### src/rtl/mat_mult_pkg.sv
// ============================================================================
// Module      : mat_mult_pkg
// Description : Shared types and helpers for the N x N matrix-multiply engine.
// Revision    : 1.0 - initial release
// ============================================================================
`default_nettype none

package mat_mult_pkg;

  // Engine control states
  typedef enum logic [1:0] {
    ST_IDLE  = 2'd0,
    ST_RUN   = 2'd1,
    ST_DRAIN = 2'd2,
    ST_DONE  = 2'd3
  } state_t;

  // Tag address field is sized for the largest supported matrix (N*N <= 2^16)
  localparam int TAG_ADDR_W = 16;

  // Per-beat sideband travelling alongside the operand reads
  typedef struct packed {
    logic                  valid;
    logic                  first;
    logic                  last;
    logic [TAG_ADDR_W-1:0] c_addr;
  } tag_t;

  // Address width for an n x n row-major array
  function automatic int addr_width(input int n);
    return (n * n > 1) ? $clog2(n * n) : 1;
  endfunction

endpackage

`default_nettype wire

### src/rtl/mac_unit.sv
// ============================================================================
// Module      : mac_unit
// Description : Signed DW x DW multiply with load/accumulate select. The
//               accumulator is registered; sum presents the value it is
//               about to take so a final result can be captured without
//               waiting a cycle.
// Revision    : 1.0 - initial release
// ============================================================================
`default_nettype none

module mac_unit #(
  parameter int DW = 8,
  parameter int AW = 2 * DW
) (
  input  logic          clk,
  input  logic          reset,
  input  logic [DW-1:0] a,
  input  logic [DW-1:0] b,
  input  logic          en,
  input  logic          load,
  output logic [AW-1:0] sum
);

  logic signed [2*DW-1:0] a_ext;
  logic signed [2*DW-1:0] b_ext;
  logic signed [2*DW-1:0] prod;
  logic        [AW-1:0]   prod_ext;
  logic        [AW-1:0]   acc;

  assign a_ext = {{DW{a[DW-1]}}, a};
  assign b_ext = {{DW{b[DW-1]}}, b};
  assign prod  = a_ext * b_ext;

  // Sign-extend the full-precision product to accumulator width
  if (AW > 2 * DW) begin : g_ext
    assign prod_ext = {{(AW - 2 * DW){prod[2*DW-1]}}, prod};
  end else begin : g_noext
    assign prod_ext = prod[AW-1:0];
  end

  // A first beat restarts the dot product instead of adding to the old one
  assign sum = (load ? '0 : acc) + prod_ext;

  // Accumulator register, updated only on valid beats
  always_ff @(posedge clk or posedge reset) begin
    if (reset) begin
      acc <= '0;
    end else if (en) begin
      acc <= sum;
    end
  end

endmodule

`default_nettype wire

### src/rtl/mat_mult_engine.sv
// ============================================================================
// Module      : mat_mult_engine
// Description : N x N signed matrix multiply C = A*B streaming from two
//               synchronous-read operand RAMs into a result RAM. One
//               (i,j,k) read per cycle, k fastest; one C write per element.
// Revision    : 1.0 - initial release
// ============================================================================
`default_nettype none

module mat_mult_engine
  import mat_mult_pkg::*;
#(
  parameter  int N   = 8,
  parameter  int DW  = 8,
  parameter  int AW  = 2 * DW + $clog2(N),
  parameter  int CW  = 11,
  localparam int ADW = addr_width(N)
) (
  input  logic           clk,
  input  logic           reset,
  input  logic           start,
  input  logic [DW-1:0]  a_rdata,
  input  logic [DW-1:0]  b_rdata,
  output logic [ADW-1:0] a_addr,
  output logic [ADW-1:0] b_addr,
  output logic [ADW-1:0] c_addr,
  output logic [AW-1:0]  c_wdata,
  output logic           c_we,
  output logic           busy,
  output logic           done,
  output logic [CW-1:0]  clock_count
);

  localparam int KW = $clog2(N);

  state_t          state;
  logic            drain_second;
  logic [KW-1:0]   i_cnt;
  logic [KW-1:0]   j_cnt;
  logic [KW-1:0]   k_cnt;
  logic [ADW-1:0]  elem_addr;
  tag_t            issue_tag;
  tag_t            read_tag;
  logic [AW-1:0]   mac_sum;

  logic k_wrap;
  logic j_wrap;
  logic i_wrap;
  logic last_beat;
  logic accept;

  assign k_wrap    = (k_cnt == KW'(N - 1));
  assign j_wrap    = (j_cnt == KW'(N - 1));
  assign i_wrap    = (i_cnt == KW'(N - 1));
  assign last_beat = k_wrap && j_wrap && i_wrap;
  assign accept    = start && ((state == ST_IDLE) || (state == ST_DONE));

  assign busy = (state == ST_RUN) || (state == ST_DRAIN);
  assign done = (state == ST_DONE);

  // Control FSM and issue stage: addresses are stepped incrementally so no
  // multiplier is needed to form i*N+k / k*N+j.
  always_ff @(posedge clk or posedge reset) begin
    if (reset) begin
      state        <= ST_IDLE;
      drain_second <= 1'b0;
      i_cnt        <= '0;
      j_cnt        <= '0;
      k_cnt        <= '0;
      a_addr       <= '0;
      b_addr       <= '0;
      elem_addr    <= '0;
      issue_tag    <= '0;
    end else begin
      case (state)
        ST_IDLE, ST_DONE: begin
          if (start) begin
            state        <= ST_RUN;
            drain_second <= 1'b0;
            i_cnt        <= '0;
            j_cnt        <= '0;
            k_cnt        <= '0;
            a_addr       <= '0;
            b_addr       <= '0;
            elem_addr    <= '0;
            issue_tag    <= '{valid: 1'b1, first: 1'b1, last: 1'b0, c_addr: '0};
          end
        end
        ST_RUN: begin
          if (last_beat) begin
            state           <= ST_DRAIN;
            issue_tag.valid <= 1'b0;
          end else if (!k_wrap) begin
            k_cnt     <= k_cnt + KW'(1);
            a_addr    <= a_addr + ADW'(1);
            b_addr    <= b_addr + ADW'(N);
            issue_tag <= '{valid: 1'b1, first: 1'b0,
                           last: ((k_cnt + KW'(1)) == KW'(N - 1)),
                           c_addr: TAG_ADDR_W'(elem_addr)};
          end else if (!j_wrap) begin
            // Next column of the same row of C: rewind A to the row start
            k_cnt     <= '0;
            j_cnt     <= j_cnt + KW'(1);
            a_addr    <= a_addr - ADW'(N - 1);
            b_addr    <= ADW'(j_cnt) + ADW'(1);
            elem_addr <= elem_addr + ADW'(1);
            issue_tag <= '{valid: 1'b1, first: 1'b1, last: 1'b0,
                           c_addr: TAG_ADDR_W'(elem_addr + ADW'(1))};
          end else begin
            // Next row of C: A continues linearly, B restarts at column 0
            k_cnt     <= '0;
            j_cnt     <= '0;
            i_cnt     <= i_cnt + KW'(1);
            a_addr    <= a_addr + ADW'(1);
            b_addr    <= '0;
            elem_addr <= elem_addr + ADW'(1);
            issue_tag <= '{valid: 1'b1, first: 1'b1, last: 1'b0,
                           c_addr: TAG_ADDR_W'(elem_addr + ADW'(1))};
          end
        end
        ST_DRAIN: begin
          // Two cycles: one for the RAM read, one for the final MAC beat
          drain_second <= 1'b1;
          if (drain_second) begin
            state        <= ST_DONE;
            drain_second <= 1'b0;
          end
        end
        default: state <= ST_IDLE;
      endcase
    end
  end

  // Tag follows the RAM read latency; completed sums go to the C port
  always_ff @(posedge clk or posedge reset) begin
    if (reset) begin
      read_tag <= '0;
      c_we     <= 1'b0;
      c_wdata  <= '0;
      c_addr   <= '0;
    end else begin
      read_tag <= issue_tag;
      c_we     <= read_tag.valid && read_tag.last;
      if (read_tag.valid && read_tag.last) begin
        c_wdata <= mac_sum;
        c_addr  <= ADW'(read_tag.c_addr);
      end
    end
  end

  // Busy-cycle counter, cleared on an accepted start, saturating, held after
  always_ff @(posedge clk or posedge reset) begin
    if (reset) begin
      clock_count <= '0;
    end else if (accept) begin
      clock_count <= '0;
    end else if (busy && (clock_count != {CW{1'b1}})) begin
      clock_count <= clock_count + CW'(1);
    end
  end

  mac_unit #(
    .DW (DW),
    .AW (AW)
  ) u_mac (
    .clk   (clk),
    .reset (reset),
    .a     (a_rdata),
    .b     (b_rdata),
    .en    (read_tag.valid),
    .load  (read_tag.first),
    .sum   (mac_sum)
  );

endmodule

`default_nettype wire

### config.mk
export PLATFORM = sky130hd
export DESIGN_NAME = mat_mult_engine
export DESIGN_NICKNAME = d
export VERILOG_FILES = /design/src/rtl/mat_mult_pkg.sv /design/src/rtl/mac_unit.sv /design/src/rtl/mat_mult_engine.sv
export SDC_FILE = /design/constraint.sdc
export NUM_CORES = 1
export LEC_CHECK = 0
export ABC_AREA = 1
export BUFFER_PORTS_ARGS = -buffer_cell sky130_fd_sc_hd__buf_2
export CORE_MARGIN = 8
export CORE_UTILIZATION = 43
export CTS_BUF_LIST = sky130_fd_sc_hd__clkbuf_8
export CTS_CLUSTER_SIZE = 8
export DETAILED_ROUTE_END_ITERATION = 10
export GPL_ROUTABILITY_DRIVEN = 0
export HOLD_SLACK_MARGIN = 0.15
export PLACE_DENSITY = 0.64
export SLEW_MARGIN = 20
export SYNTH_ARGS = -nofsm -noshare
export SYNTH_HDL_FRONTEND = slang
export SYNTH_SLANG_ARGS = --single-unit
### constraint.sdc
create_clock -name clk -period 8.2 [get_ports clk]
set_input_delay 1.23 -clock clk [delete_from_list [all_inputs] [get_ports clk]]
set_output_delay 1.23 -clock clk [all_outputs]
set_load 0.1 [all_outputs]
==> results of run 1 <==
-- sequential cells by signal, indices dropped and copies added, names as in the netlist --
name          flops
j_cnt             3
state             2
drain_second      1
read_tag          9
c_we              1
elem_addr         6
i_cnt             3
issue_tag         9
b_addr            6
c_addr            6
k_cnt             3
c_wdata          19
a_addr            6
u_mac.acc        19
clock_count      11
-- area by class of cell --
class                           instances  area [µm²]  area share, %
Multi-Input combinational cell        673        4520           51.4
Sequential cell                       104        2600           29.6
Inverter                              222         836           9.50
Timing Repair Buffer                   71         360           4.10
Tap cell                              234         293           3.33
Clock buffer                           10         138           1.56
Clock inverter                          6        51.3          0.583
-- metrics by stage --
stage	utilization, %	hold WS [ps]	instance area, µm²	cells	worst slack (ps)
after global placement	46.3	358	8610	1304	1440
after floorplan	-	348	8080	1028	1790
after detailed placement	46.3	362	8610	1304	1300
after CTS	47.4	390	8800	1320	1700
final	47.4	388	8800	1320	1690
after global routing	47.4	399	8800	1320	1210
-- cell usage in the layout (no fill, tap or decap), types with 2 or more instances in the layout --
cell type,count
o21ai_1,3
o22ai_1,6
clkinvlp_4,2
or2_2,2
buf_2,69
o21ai_2,2
nor2_1,52
fa_1,56
o21bai_1,2
nand3b_1,2
buf_4,2
inv_8,2
inv_1,217
xor2_1,19
a21o_1,2
o21ai_0,78
nand2_1,256
a31oi_1,2
o21a_1,4
nor2_4,3
a22o_1,2
nor2_2,3
inv_2,4
a21oi_1,32
ha_1,60
nor3_1,10
xnor2_1,12
o31ai_1,2
dfrtp_1,104
nand3_1,53
clkbuf_8,10
-- cells by family (layout without fill, tap and decap cells) --
group                      after synthesis  after routing  share of synthesized area, %
xor gates and xnor gates                31             31                          3.36
and+or+nand+nor                        383            383                          19.4
adders and majority gates              116            116                          23.2
DFF                                    104            104                          32.2
buffers and inverters                  251            309                          11.9
AOI/OAI and AO/OA                      143            143                          10.0
-- worst max-delay path: cells and delay by family --
kind            cells  cell delay [ps]
fa+ha+maj           6             2800
compound gates      2              260
xor+xnor            1              130
buf+inv             6              430
simple gates       18             1950
-- worst min path at each step --
stage	startpoint	endpoint	slack [ps]	depth (start not counted)
5_1_grt	issue_tag[1]$_DFFE_PP0P_	read_tag[1]$_DFF_PP0_	400	0
4_1_cts	issue_tag[18]$_DFFE_PP0P_	read_tag[18]$_DFF_PP0_	390	0
2_1_floorplan	issue_tag[18]$_DFFE_PP0P_	read_tag[18]$_DFF_PP0_	350	0
6_report	issue_tag[18]$_DFFE_PP0P_	read_tag[18]$_DFF_PP0_	390	0
3_3_place_gp	issue_tag[18]$_DFFE_PP0P_	read_tag[18]$_DFF_PP0_	360	0
3_5_place_dp	issue_tag[3]$_DFFE_PP0P_	read_tag[3]$_DFF_PP0_	360	0
-- metal layers --
metal	GRT usage (%)	part of all wire, %
met5	0	0
met1	20.0	48
met3	3.50	4.1
met2	25.2	47
met4	2.50	0.70
-- synthesized netlist by cell type (12+ instances only) --
library cell,instances
nand3_1,53
dfrtp_1,104
nand2_1,256
nor2_1,52
xnor2_1,12
inv_1,218
o21ai_0,78
a21oi_1,32
fa_1,56
xor2_1,19
clkbuf_1,25
ha_1,60
==> summary.md, run 1 <==
| Metric | Value |
|---|---|
| Unrepaired setup endpoints after global routing | no |
| CTS max path bufs | 2 |
| Clock tree from TritonCTS | built |
| # rows | 50 |
| # setup viols final | 0 |
| Gr usage total | 15.1% |
| Antenna viol nets, final | 0 |
| Mean area per synthesized cell | 7.86 µm² |
| Setup CP Type | in -> reg |
| Layout cells sized above 1 | 9.85% |
| Post-Syn Area | 0.00808 mm² |
| Top cells by area, synth | dfrtp_1 32%, fa_1 14%, nand2_1 12%, inv_1 10%, ha_1 9.3% |
| Cts hold-fix bufs | 0 |
| Final Hold Vio Count | 0 |
| Outcome | complete, no violations |
| Crit path required time | 8480 ps |
| Resize count post-CTS | 0 |
| Reg-to-Reg Start | k_cnt[1]$_DFFE_PP0P_ |
| Post-Synthesis Cells | 1028 |
| Dpl hpwl | 12900 µm |
| Ant diodes | 0 |
| Gr ovfl total | 0 |
| Vias in the first global route | 6403 |
| Detailed Routing Iterations Pass 1 | 4 |
| Tmin final | 6510 ps |
| Starting density of the core | 43.5% |
| DRT iter0 DRCs | 298 |
| Synthesized flop and latch total | 104 |
| Antenna violations before repair | 0 |
| Nets | 1216 |
| Setup slack, reg-to-reg | 5240 ps |
| Critical path's slowest cell | fa_1 |
| Setup crit start | b_rdata[7] |
| Fmax | 154 MHz |
| Synth cell types | 40 |
| Fin Setup TNS | 0 ps |
| Arr. time, crit path | 6790 ps |
| Clock-pin slew on the worst setup and hold paths | 110 ps |
| Htree depth | 3 |
| Core Area | 0.0186 mm² |
| Num CTS Buffers | 9 |
| Post-synth EDFFs | 0 |
| Top FF cell, synth | dfrtp_1 |
| Slew Viols, Final | 0 |
| Setup bufs post-CTS | 0 |
| Reg-to-Reg End | issue_tag[2]$_DFFE_PP0P_ |
| Crit path largest cell delay | 540 ps |
| Worst Setup End Kind | register |
| Hold Path Class | reg -> reg |
| Clk_lat worst skew | 380 ps |
| Worst-case reg-to-reg path depth | 12 |
| Crit Path Max Fanout | 8 |
| Area Overhead vs Synth | 8.91% |
| DRC viols | 0 |
| DRT Wirelength | 16500 µm |
| Clk sinks | 104 |
| Root buffer cell | clkbuf_8 |
| Clock Skew | 18.2 ps |
| Fin crit share | 79.4% |
| Via density | 4.77 |
| Post-synthesis async set-or-reset flop share | 100% |
| Largest net degree at the start of global routing | 67 |
| Synth Net Count | 1163 |
| Fillers | 1819 |
| Max_slew headroom | 44.5% |
| # port buffers | 69 |
| Die ar. | 0.0234 mm² |
| Worst-margin pin slew | 832 ps |
| Chip width | 153 µm |
| IO Count | 70 |
| Critical path destination | c_wdata[17]$_DFFE_PP0P_ |
| Area share of the largest cell type after synthesis | 32.2% |
| Synth area leader | dfrtp_1 |
| Total number of vias | 6294 |
| Number of synthesis warnings | 0 |
| Sequential-to-total area share from yosys stat | 32.2% |
| Worst setup SP type | input pin |
| Wirelength per Cell | 12.5 µm |
| Max-Cap Viols | 0 |
| DIE HEIGHT | 153 µm |
| Global-route wire length before repair | 29800 µm |
Power of run 1 is not shown: default switching activity piles up to over one toggle a cycle in this logic, so the estimate is an artifact.
==> inputs of run 2 (changes only) <==
--- a/config.mk
+++ b/config.mk
@@ -14,7 +14,7 @@
 export DETAILED_ROUTE_END_ITERATION = 10
 export GPL_ROUTABILITY_DRIVEN = 0
 export HOLD_SLACK_MARGIN = 0.15
-export PLACE_DENSITY = 0.64
+export PLACE_DENSITY = 0.66
 export SLEW_MARGIN = 20
 export SYNTH_ARGS = -nofsm -noshare
 export SYNTH_HDL_FRONTEND = slang
==> constraint.sdc (replaced) <==
create_clock -name clk -period 5.36 [get_ports clk]
set_input_delay 0.804 -clock clk [delete_from_list [all_inputs] [get_ports clk]]
set_output_delay 0.804 -clock clk [all_outputs]
set_load 0.1 [all_outputs]
==> run 2 against run 1 <==
Net effect:
- global-route usage rose by 0.62 points
- wire length up 7.3%
- critical path depth is 5 lower
- clock-buffer cell count is 1 lower
- core utilization up 6.6 points
- sequential share of layout area is 3.6 points lower
==> summary.md, run 2 (synthesized netlist as in run 1, its figures left out) <==
| Metric | Value |
|---|---|
| Max_slew headroom | 39.0% (-5.5 points) |
| Outcome | complete, no violations |
| Core Area | 0.0186 mm² (unchanged) |
| Hold Path Class | reg -> reg |
| # setup viols final | 0 (unchanged) |
| Num CTS Buffers | 9 (unchanged) |
| Total number of vias | 6756 (+7.3%) |
| Hold slack | 384 ps (-3.76 ps) |
| Die ar. | 0.0234 mm² (unchanged) |
| Post-route cell area | 0.0100 mm² (+14%) |
| Starting density of the core | 43.5% (unchanged) |
| Most common cell after layout, fill and taps aside | nand2_1 |
| Wirelength per Cell | 12.5 µm (about the same) |
| Crit path required time | 5680 ps (-2800 ps) |
| Dpl hpwl | 13800 µm (+7.0%) |
| Cts hold-fix bufs | 0 (unchanged) |
| Worst path buffer plus inverter count | 6 (unchanged) |
| IO Count | 70 (unchanged) |
| Most frequent cells in the layout | 236 x nand2_1, 200 x inv_1, 104 x dfrtp_1, 97 x buf_4, 74 x o21ai_0 |
| Layout Utilization | 54.0% (+6.6 points) |
| Gr ovfl total | 0 (unchanged) |
| CTS max path bufs | 2 (unchanged) |
| Detailed Routing Iterations Pass 1 | 5 (+1) |
| Unrepaired setup endpoints after global routing | yes |
| Chip width | 153 µm (unchanged) |
| # port buffers | 69 (unchanged) |
| Gr usage total | 15.7% (+0.62 points) |
| Via density | 4.77 (+0.13%) |
| Worst-margin pin slew | 914 ps (+82.3 ps) |
| Clock tree from TritonCTS | built |
| DRT iter0 DRCs | 267 (-10%) |
| DRT Wirelength | 17700 µm (+7.3%) |
| Vias in the first global route | 6888 (+7.6%) |
| Post-Layout Cell Count | 1415 (+7.2%) |
| Clock Skew | 14.9 ps (-3.33 ps) |
| Regs by FF count | c_wdata x19, u_mac.acc x19, clock_count x11 |
| Antenna violations before repair | 0 (unchanged) |
| Placed Area | 0.00940 mm² (+9.2%) |
| Worst Setup End Kind | register |
| Arr. time, crit path | 5620 ps (-1170 ps) |
| Crit Path Max Fanout | 5 (-3) |
| Root buffer cell | clkbuf_8 |
| Max-Cap Viols | 0 (unchanged) |
| Worst setup SP type | input pin |
| Cell mode on critical path | nand2_1 |
| Largest net degree at the start of global routing | 73 (+9.0%) |
| Clock-pin slew on the worst setup and hold paths | 100 ps (about the same) |
| Fmax | 188 MHz |
| Antenna viol nets, final | 0 (unchanged) |
| Critical path's top delay family | adder cells |
| Ant diodes | 0 (unchanged) |
| DP Cell Count | 1393 (+6.8%) |
| Slew Viols, Final | 0 (unchanged) |
| DRC viols | 0 (unchanged) |
| # rows | 50 (unchanged) |
| Htree depth | 3 (unchanged) |
| Fin crit share | 99.0% |
| Layout cells sized above 1 | 24.6% (+15 points) |
| Global-route wire length before repair | 31200 µm (+4.5%) |
| Clk_lat worst skew | 370 ps (about the same) |
| Clk sinks | 104 (unchanged) |
| Area Overhead vs Synth | 24.1% |
| Crit path largest cell delay | 560 ps (+20 ps) |
| DIE HEIGHT | 153 µm (unchanged) |
| Critical path's slowest cell | fa_1 |
| Tmin final | 5310 ps |
| Final Hold Vio Count | 0 (unchanged) |
| Nets | 1311 (+7.8%) |
| Setup CP Type | in -> reg |
## run 2: cell types whose count changed in the layout (fill, tap and decap cells not counted), moves of 7 or more
cell / change
buf_4: +95
nand3_1: -10
nand2_1: -20
nand2_4: +8
buf_6: +7
ha_4: +9
ha_1: -10
inv_2: +15
nand2_2: +12
a21oi_1: -14
buf_2: -10
inv_1: -17
nand3_2: +9
a21oi_2: +12
## run 2: worst reg2reg max path: stages, from the launching register on
cell,delay (ps)
dfrtp_1,380
ha_1,150
ha_1,540
nor2_4,130
nor2_2,200
o21ai_2,100
inv_2,70
nor2_4,60
a21oi_4,540
nor2_4,120
inv_2,250
nor2_1,100
a311oi_1,190
## run 2: area by class of cell
class | instances | area [µm²]
Fill cell | 1692 | 8550
Multi-Input combinational cell | 673 | 4940
Sequential cell | 104 | 2600
Timing Repair Buffer | 166 | 1150
Inverter | 222 | 841
Tap cell | 234 | 293
Clock buffer | 9 | 124
Clock inverter | 7 | 77.6
## run 2: what timing repair did
item                       in CTS  in global routing
cloned                          0                  0
gates resized for setup        27                 76
setup endpoints to repair       5                 18
pin swaps                      25                 43
setup buffers                   0                  7
## run 2: path summary, 6_finish.rpt
check	end	depth (start not counted)	slack [ps]	from
setup / recovery	u_mac.acc[17]$_DFFE_PP0P_	28	50	b_rdata[7]
hold / removal	read_tag[3]$_DFF_PP0_	0	380	issue_tag[3]$_DFFE_PP0P_
setup reg to reg	issue_tag[2]$_DFFE_PP0P_	12	2420	k_cnt[1]$_DFFE_PP0P_
hold reg to reg	read_tag[3]$_DFF_PP0_	0	380	issue_tag[3]$_DFFE_PP0P_
max in group asynchronous	c_wdata[8]$_DFFE_PP0P_	3	3760	reset
min in group asynchronous	clock_count[0]$_DFFE_PP0P_	2	600	reset
## run 2: metrics by stage
step	setup slack, ps	setup TNS [ps]
4_1_cts	-4.27	-4.27
5_1_grt	-288	-1520
3_3_place_gp	-432	-5060
6_report	51.8	0
2_1_floorplan	-312	-947
3_5_place_dp	-534	-6230
## run 2: layer usage
layer	up-vias	global-route usage [%]	part of all wire, %
li1	3441	-	-
met1	3208	19.9	46
met2	93	27.3	49
met3	14	3.33	4.1
met4	0	2.97	0.79
met5	-	0	0
Power of run 2 is left out for the same reason.
